===== src/rtl/sio_frame_rx.sv =====
// Serial frame receiver: waits for a qualified idle run, takes a '1' start bit,
// shifts in DATA_BITS data bits MSB first, then checks the word and keeps ATE counters.
module sio_frame_rx #(
  parameter int DATA_BITS = 10,
  parameter int MIN_IDLE  = 16
) (
  input  logic                 SioClk,
  input  logic                 SioRst,
  input  logic                 SioDat,
  input  logic [DATA_BITS-1:0] ExpWord,
  input  logic                 CheckEn,
  output logic [DATA_BITS-1:0] RxWord,
  output logic                 RxValid,
  output logic                 RxMatch,
  output logic                 FrameErr,
  output logic [15:0]          FrameCount,
  output logic [15:0]          ErrCount,
  output logic                 Locked
);

  localparam int IW = $clog2(MIN_IDLE + 1);
  localparam int BW = $clog2(DATA_BITS + 1);
  localparam logic [IW-1:0] IDLE_MAX = IW'(MIN_IDLE);
  localparam logic [BW-1:0] NBITS    = BW'(DATA_BITS);

  typedef enum logic [1:0] {IDLE, ARMED, DATA} state_t;

  state_t               state, state_nxt;
  logic [IW-1:0]        idle_cnt, idle_inc;
  logic [BW-1:0]        bit_cnt;
  logic [DATA_BITS-1:0] shift, shift_nxt;
  logic [15:0]          frame_cnt, err_cnt;

  logic frame_done, frame_err, word_match, mismatch;

  assign idle_inc  = (idle_cnt == IDLE_MAX) ? idle_cnt : idle_cnt + 1'b1;
  assign shift_nxt = {shift[DATA_BITS-2:0], SioDat};

  always_ff @(posedge SioClk) begin
    if (SioRst) state <= IDLE;
    else        state <= state_nxt;
  end

  always_comb begin
    state_nxt = state;
    case (state)
      IDLE:    if (!SioDat && idle_inc == IDLE_MAX) state_nxt = ARMED;
      ARMED:   if (SioDat) state_nxt = DATA;
      DATA:    if (bit_cnt == BW'(1)) state_nxt = IDLE;
      default: state_nxt = IDLE;
    endcase
  end

  // Strobes for the current edge; the datapath registers act on them.
  always_comb begin
    frame_done = (state == DATA) && (bit_cnt == BW'(1));
    frame_err  = (state == IDLE) && SioDat && (idle_cnt < IDLE_MAX);
    word_match = (shift_nxt == ExpWord);
    mismatch   = frame_done && CheckEn && !word_match;
  end

  always_ff @(posedge SioClk) begin
    if (SioRst) begin
      idle_cnt  <= '0;
      bit_cnt   <= '0;
      shift     <= '0;
      RxWord    <= '0;
      RxValid   <= 1'b0;
      RxMatch   <= 1'b0;
      FrameErr  <= 1'b0;
      frame_cnt <= '0;
      err_cnt   <= '0;
      Locked    <= 1'b0;
    end else begin
      RxValid  <= frame_done;
      FrameErr <= frame_err;
      case (state)
        IDLE: begin
          if (!SioDat)       idle_cnt <= idle_inc;
          else if (frame_err) idle_cnt <= '0;
        end
        ARMED: if (SioDat) bit_cnt <= NBITS;
        DATA: begin
          shift   <= shift_nxt;
          bit_cnt <= bit_cnt - 1'b1;
          if (frame_done) idle_cnt <= '0;
        end
        default: ;
      endcase
      if (frame_done) begin
        RxWord  <= shift_nxt;
        RxMatch <= word_match;
        if (frame_cnt != 16'hFFFF) frame_cnt <= frame_cnt + 1'b1;
      end
      // Error sources live in different states, so at most one increment per edge.
      if ((frame_err || mismatch) && err_cnt != 16'hFFFF) err_cnt <= err_cnt + 1'b1;
      if (frame_done && word_match)   Locked <= 1'b1;
      else if (frame_err || mismatch) Locked <= 1'b0;
    end
  end

  assign FrameCount = frame_cnt;
  assign ErrCount   = err_cnt;

endmodule


===== config.mk =====
export PLATFORM = sky130hd
export DESIGN_NAME = sio_frame_rx
export DESIGN_NICKNAME = d
export VERILOG_FILES = /design/src/rtl/sio_frame_rx.sv
export SDC_FILE = /design/constraint.sdc
export NUM_CORES = 1
export LEC_CHECK = 0
export BUFFER_PORTS_ARGS = -buffer_cell sky130_fd_sc_hd__buf_2
export CAP_MARGIN = 20
export CORE_MARGIN = 5
export CORE_UTILIZATION = 40
export CTS_CLUSTER_SIZE = 24
export DETAILED_ROUTE_END_ITERATION = 8
export REMOVE_ABC_BUFFERS = 1
export SLEW_MARGIN = 25
export SYNTH_ARGS = -nofsm -noshare
export SYNTH_HDL_FRONTEND = slang
export SYNTH_SLANG_ARGS = --single-unit

===== constraint.sdc =====
create_clock -name SioClk -period 6.4 [get_ports SioClk]
set_input_delay 0.96 -clock SioClk [delete_from_list [all_inputs] [get_ports SioClk]]
set_output_delay 0.96 -clock SioClk [all_outputs]
set_load 0.01 [all_outputs]

== Word level (Yosys, flattened, before mapping) ==
Cells that the tools add are included.
Storage, ports and cells
  register bits after elaboration: 66
  logic and storage cells: 61
  bits of input ports: 14
Operators by class
  mux-type cells: 13
  reduce and logical (&&, ||, !) cells: 19
  equal/unequal tests: 13
  $add $sub $neg: 4
  magnitude comparators: 1
Operator list (number)
  adder 16 x 1 -> 16 bit (second input constant): 2
  != test 16 bit (second input constant): 2
  2-to-1 mux 5 bit: 4
  equality test 10 bit: 1
  equality test 5 bit (second input constant): 2
  one-hot mux 5 bit (2 select lines): 1
  logical AND 1 bit: 8
  != test 2 bit (second input constant): 4
  one-hot mux 4 bit (2 select lines): 1
  2-to-1 mux 2 bit: 3
  one-hot mux 2 bit (3 select lines): 1
  AND reduction 3 bit: 2
  nonzero test 2 bit: 3
  adder 5 x 1 -> 5 bit (second input constant): 1
  less-than comparator 5 bit (second input constant): 1
  equality test 4 x 1 -> 1 bit (second input constant): 1
  2-to-1 mux 4 bit: 1
  AND reduction 2 bit: 2
  subtractor 4 x 1 -> 4 bit (second input constant): 1
  != test 3 bit (second input constant): 1
  equality test 2 x 1 -> 1 bit (second input constant): 1
  equality test 2 bit (second input constant): 1
  zero test 1 bit: 2
  zero test 2 bit: 1
  2 further kinds: 3

== Depth between registers and ports, before layout ==
Gate-level depths: netlist of the first run.
  word-level depth: 7
  depth in mapped cells: 9
  mapped depth without buffers: 8

== Worst setup path after synthesis of the first run ==
OpenSTA, ideal clock, no wires.
  path kind: in2reg
  start point: in ExpWord[1]
  end point: reg err_cnt[1] (netlist: ErrCount[1])
  arrival time: 2.241 ns
  setup slack: 4.031 ns
  path buffers: 1
  library setup time: 0.128 ns
  cell stages on the path: 7
  cells stage by stage: xor2_1 -> nor4_1 -> nand4b_1 -> nand2_1 -> buf_4 -> mux2i_1 -> nor2_1
On the way
  longest elaborated chain between the ends: 5
RTL lines
  start, declared: RTL line 10  | input logic [DATA_BITS-1:0] ExpWord,
  equality test 10 bit: RTL line 58  | word_match = (shift_nxt == ExpWord);
  zero test 1 bit: RTL line 59  | mismatch = frame_done && CheckEn && !word_match;
  logical AND 1 bit: RTL line 59
  logical OR 1 bit: RTL line 96  | if ((frame_err || mismatch) && err_cnt != 16'hFFFF) err_cnt <= err_cnt + 1'b1;
  logical AND 1 bit: RTL line 96
  end signal, assigned: RTL line 96
  end, declared: RTL line 32  | logic [15:0] frame_cnt, err_cnt;
Every way passes these cells.
A chain may end at the register's enable or synchronous reset.

== Final worst setup path of the first run ==
  start point: in SioDat
  end point: reg err_cnt[1] (netlist: ErrCount[1])
On the way
  longest elaborated chain between the ends: 5
RTL lines
  start, declared: RTL line 9  | input logic SioDat,
  equality test 10 bit: RTL line 58
  zero test 1 bit: RTL line 59
  logical AND 1 bit: RTL line 59
  logical OR 1 bit (*): RTL line 96
  logical AND 1 bit (*): RTL line 96
Mark *: on every way between the ends. The rest lies on a longest branch, timed or not.

==> metrics, run 1 <==
die height approximately 97 um; Cell variety after synth 50; Final GP Congestion approximately 0.77; fillers 733; post-CTS sizing 0; die span in x 96.9 um; met2 global-route usage between 20 and 25%; commonest cells after routing, fill and taps aside dfxtp_1, buf_2, nand2_1; Clock Latency Late Sink 0.36 ns; Max Clock Freq between 300 and 400 MHz; Worst EP arrival approximately 2.9 ns; post-DP HPWL roughly 5.0 mm; Vias per Instance 5.10; final instance area between 3000 and 4000 sq um; peak supply drop around 0.11 mV; syn avg cell area about 8.3 sq um; commonest non-fill, non-tap cell in the layout dfxtp_1; Wirelength per Cell around 14 um; post-synthesis sequential area ratio between 40 and 50%; CP Cell Sequence buf_2, xor2_1, nor4_1, nand4b_1, nand2_1, mux2i_1, nor2_1; Vias around 2,700; largest net degree at the start of global routing approximately 70; period utilisation layout around 42%; antenna violations before repair 0; r2r setup slk 3.73 ns; worst reg2reg path endpoint ErrCount[5]; register area ~1300 sq um; Post-Layout Cell Count between 500 and 600; crit path kind in2reg; TritonCTS Buffers 9; ratio of total power to cell area approximately 230 nW/um^2; Inst Count DP between 500 and 600; minimum clock period ~2.7 ns; Most Crowded Layer GR met2; Lkg Pwr between 1 and 1.5 nW; Final setup viols 0; met3 Use GR under 10%; MaxCap Viol Count 0; 1st-pass router iterations 4; H-Tree Level Count 3; EDFF count, synth 0; layout cell share with drive strength beyond 1 18.5%; Least-Margin Pin Slew 0.737 ns; WHS Path Cells 2; number of buffers inserted by port buffering ~60; crit path capture type flop; RSZ-0062 raised after global routing no; I/O Pins 60; ys async rst share 0%; Root Driver clkbuf_8; # hold bufs at CTS 0; Crit Path Max Fanout 14; Clock Tree Buf Depth 2; FF+latch count, synth 66; Critical Path RT 6.62 ns; Worst Hold Class reg2reg; synthesis-to-finish area growth 19.6%; Post-Syn Area roughly 3000 sq um; Post-Syn Instances between 300 and 400; status complete, no violations; post-layout util 49.5%; Worst Setup Start Kind input port; max-slew violations 0; Fin. Hold Viols 0; 1st-iter DRT viols between 100 and 150; core area between 7000 and 8000 sq um; # rows 31; setup TNS 0 ns; Remaining DRCs 0; Multi-input gate area around 1600 sq um; Post-synth top flop dfxtp_1; die area roughly 9400 sq um; Setup Buffers After CTS 0; hold slack 0.454 ns; launching point of the worst reg2reg path state[1]; CP max-delay cell nor4_1; antenna viol nets, final 0; first-pass GRT wire length approximately 12 mm; placement-stage cell area about 3400 sq um; CP max stage delay approximately 0.49 ns; Synthesis Warnings 0; vias in the first global route 2,564; hold path startpoint RxMatch; Worst-path clk slew approximately 0.080 ns; Clock Skews 0.0131 ns; total congestion overflow 0; Total GRT Usage ~16%; Initial Utilization between 40% and 50%; M1 GR Usage between 10% and 20%; # nets final 443; WHS Endpoint RxMatch; r2r worst-path depth 6; clock tree sinks between 60 and 70; WL final 7.17 mm; Diodes inserted 0; CTS tree yes; Slew HR around half
worst max-delay path by stage:
stage          startpoint           end  slack, ns  depth (start not counted)
6_report           SioDat   ErrCount[1]       3.71                          7
5_1_grt          state[0]  ErrCount[11]       3.46                          6
4_1_cts          state[1]   ErrCount[5]       3.75                          6
3_5_place_dp       SioDat   ErrCount[1]       3.39                          7
3_3_place_gp       SioDat   ErrCount[1]       3.44                          7
2_1_floorplan      SioDat  ErrCount[11]       3.91                          6
synthesized netlist by cell type, types with 2 or more instances:
cell type  number  area share [%]
dfxtp_1        66              44
nand2_1        58             7.2
nor2_1         43             5.3
a21oi_1        36             6.0
xor2_1         21             6.1
nand3_1        20             3.3
xnor2_1        13             3.8
o21ai_0        12             2.0
clkbuf_1        9             1.1
inv_1           7            0.87
nand4_1         7             1.4
nor3_1          7             1.2
ha_1            6             2.5
or3_1           6             1.2
or4_1           5             1.2
nor4_1          4            0.83
and4_1          3            0.87
mux2i_1         3            0.99
o31ai_1         3            0.75
a22oi_1         2            0.50
and2b_1         2            0.50
and3_1          2            0.41
buf_1           2            0.25
buf_4           2            0.50
nand3b_1        2            0.50
cell type report:
class                      count  share of cell area (%)
inverter                       7                   0.727
timing repair buffer          60                    8.38
clock buffer                  11                    3.91
clock inverter                 5                    2.15
sequential                    66                    36.6
multi-input combinational    279                    44.8
tap                           99                    3.43
through the flow:
step                power (mW)  worst slack [ns]
global route             0.871              3.46
finish                   0.844              3.71
CTS                      0.851              3.75
global placement         0.456              3.44
detailed placement       0.457              3.39
floorplan                0.439              3.91
registers in the layout, indices dropped and copies added, names as in the netlist:
| signal | cells |
|---|---|
| FrameCount | 16 |
| RxMatch | 1 |
| RxWord | 10 |
| idle_cnt | 5 |
| FrameErr | 1 |
| bit_cnt | 4 |
| shift | 9 |
| RxValid | 1 |
| Locked | 1 |
| state | 2 |
| ErrCount | 16 |
routing by layer:
| layer | part of all wire (%) | wire length (um) |
|---|---|---|
| met5 | 0 | 0 |
| met4 | 1.5 | 105 |
| met3 | 4.3 | 311 |
| met2 | 46 | 3330 |
| met1 | 48 | 3430 |
logic make-up after synthesis:
| group | synth area share (%) |
|---|---|
| AO/OA/AOI/OAI | 12.6 |
| XOR/XNOR | 9.86 |
| AND/OR/NAND/NOR | 27.4 |
| flip-flops | 43.7 |
| multiplexers | 0.994 |
| adder cells (fa/ha/maj) | 2.49 |
| buffers and inverters | 2.90 |
critical path: cells and delay by family:
| family | cells | cell delay, ns |
|---|---|---|
| and+or+nand+nor | 4 | 1.41 |
| muxes | 1 | 0.23 |
| xor gates and xnor gates | 1 | 0.16 |
| buffers and inverters | 1 | 0.14 |
power breakdown:
group	leakage, nW	internal, mW	switching [mW]
registers	0.532	0.413	0.00275
clock network	0.109	0.229	0.168
logic	0.748	0.0113	0.0198
Power figures use the tool's default switching activity.
==> run 2, diff against run 1 <==
clock period = 2.44 ns   (was 6.4 ns; I/O delays follow)
==> metrics, run 2 (same netlist as run 1, synthesis figures left out) <==
status complete, no violations (unchanged); Fin. Hold Viols 0 (unchanged); CP Cell Sequence ha_1, or3b_1, nor3_2, or4b_4, or3_1, a21oi_1 (was buf_2, xor2_1, nor4_1, nand4b_1, nand2_1, mux2i_1, nor2_1); Power, Total 2.29 mW (was 844 uW); Diodes inserted 0 (unchanged); r2r setup slk 0.19 ns (was 3.73 ns); Slew HR 37.1% (was 50.4%); Lkg Pwr 1.47 nW (was 1.39 nW); H-Tree Level Count 3 (unchanged); r2r worst-path depth 6 (unchanged); I/O Pins 60 (unchanged); Inst Count DP 523 (was 511); Post-Layout Cell Count 539 (was 527); MaxCap Viol Count 0 (unchanged); # rows 31 (unchanged); total congestion overflow 0 (unchanged); Clock Tree Buf Depth 2 (unchanged); hold path startpoint SioDat (was RxMatch); die area 9390 sq um (unchanged); worst reg2reg path endpoint FrameCount[15] (was ErrCount[5]); Worst Hold Class in2reg (was reg2reg); first-pass GRT wire length 12.5 mm (was 12.2 mm); Least-Margin Pin Slew 0.932 ns (was 0.737 ns); Clock Latency Late Sink 0.34 ns (was 0.36 ns); largest net degree at the start of global routing 33 (was 68); Remaining DRCs 0 (unchanged); Initial Utilization 41.4% (unchanged); Critical Path RT 2.71 ns (was 6.62 ns); 1st-iter DRT viols 86 (was 140); Clock Skews 0.00799 ns (was 0.0131 ns); Total GRT Usage 15.8% (was 15.6%); period utilisation layout roughly 90%; CP max stage delay 0.49 ns (about the same); CTS tree yes (unchanged); antenna viol nets, final 0 (unchanged); Worst-path clk slew 0.07 ns (was 0.08 ns); peak supply drop 0.298 mV (was 0.112 mV); die span in x 96.9 um (unchanged); die height 96.9 um (unchanged); WHS Endpoint shift[0] (was RxMatch); WHS Path Cells 3 (was 2); max-slew violations 0 (unchanged); antenna violations before repair 0 (unchanged); crit path kind reg2reg (was in2reg); commonest cells after routing, fill and taps aside dfxtp_1, buf_2, nand2_1 (unchanged); Crit Path Max Fanout 5 (was 14); minimum clock period around 2.3 ns; synthesis-to-finish area growth 23.6% (was 19.6%); Vias 2,776 (was 2,686); number of buffers inserted by port buffering 59 (unchanged); vias in the first global route 2,611 (was 2,564); Worst Setup Start Kind flop (was input port); ratio of total power to cell area 614 nW/um^2 (was 234 nW/um^2); Vias per Instance 5.15 (was 5.10); # nets final 455 (was 443); RSZ-0062 raised after global routing no (unchanged); clock tree sinks 66 (unchanged); fillers 740 (was 733); core area 7290 sq um (unchanged); layout cell share with drive strength beyond 1 20.9% (was 18.5%); post-layout util 51.2% (was 49.5%); Root Driver clkbuf_8 (unchanged); crit path capture type flop (unchanged); launching point of the worst reg2reg path bit_cnt[0] (was state[1]); 1st-pass router iterations 5 (was 4); WL final 7.36 mm (was 7.17 mm); # hold bufs at CTS 0 (unchanged); post-DP HPWL 5.38 mm (was 4.99 mm); Final setup viols 0 (unchanged); setup TNS 0 ns (unchanged); CP max-delay cell or4b_4 (was nor4_1); Wirelength per Cell 13.7 um (was 13.6 um); Worst EP arrival 2.52 ns (was 2.91 ns); Max Clock Freq about 440 MHz; TritonCTS Buffers 9 (unchanged); commonest non-fill, non-tap cell in the layout dfxtp_1 (unchanged); Final GP Congestion 0.809 (was 0.774)
run 2: worst max-delay path: cells and delay by family, from the launching register on:
kind | cells | cell delay (ns)
and+or+nand+nor | 4 | 1.46
adders and majority gates | 1 | 0.18
AOI/OAI and AO/OA | 1 | 0.15
DFF | 1 | 0.39
run 2: layer usage:
metal / wire, um / track usage (%) / vias up / share of wire, %
met5: 0 / 0 / - / 0
met4: 123 / 6.80 / 0 / 1.7
met3: 345 / 3.74 / 12 / 4.7
met2: 3450 / 25.5 / 52 / 47
met1: 3450 / 20.1 / 1301 / 47
li1: - / - / 1411 / -
run 2: worst max-delay path by stage:
stage,start,end,slack [ns],cells after the start
after floorplan,state[1],ErrCount[11],0.22,6
after global placement,bit_cnt[0],FrameCount[15],0.27,6
after detailed placement,bit_cnt[0],ErrCount[9],0.16,7
after CTS,bit_cnt[0],ErrCount[9],0.13,7
after global routing,bit_cnt[0],ErrCount[11],0.02,7
final,bit_cnt[0],FrameCount[15],0.19,6
run 2: final cells by class:
type / instances / area (sq um) / area share [%]
clock buffers: 9 / 124 / 3.32
clock inverters: 7 / 118 / 3.15
inverters: 7 / 26.3 / 0.704
multi-input cells: 279 / 1610 / 43.2
flip-flops and latches: 66 / 1320 / 35.4
well taps: 99 / 124 / 3.32
repair buffers: 72 / 405 / 10.9
run 2: stage by stage:
step                      hold slack [ns]  cell area (sq um)  setup slack (ns)
final                               0.321               3730             0.189
after global routing                0.327               3730            0.0233
after CTS                           0.305               3730             0.127
after detailed placement            0.449               3490             0.155
after global placement              0.442               3490             0.269
after floorplan                     0.435               2960             0.219
run 2: what timing repair did:
| item | 4_1_cts | 5_1_grt |
|---|---|---|
| setup buffers | 0 | 0 |
| hold endpoints to repair | 0 | 0 |
| setup endpoints to repair | 0 | 4 |
| gates resized for setup | 0 | 1 |
run 2: power breakdown:
part           total [mW]  internal [mW]  switching (mW)
logic              0.0886         0.0341          0.0544
registers            1.09           1.08         0.00714
clock network        1.11          0.678           0.433
total                2.29           1.80           0.494
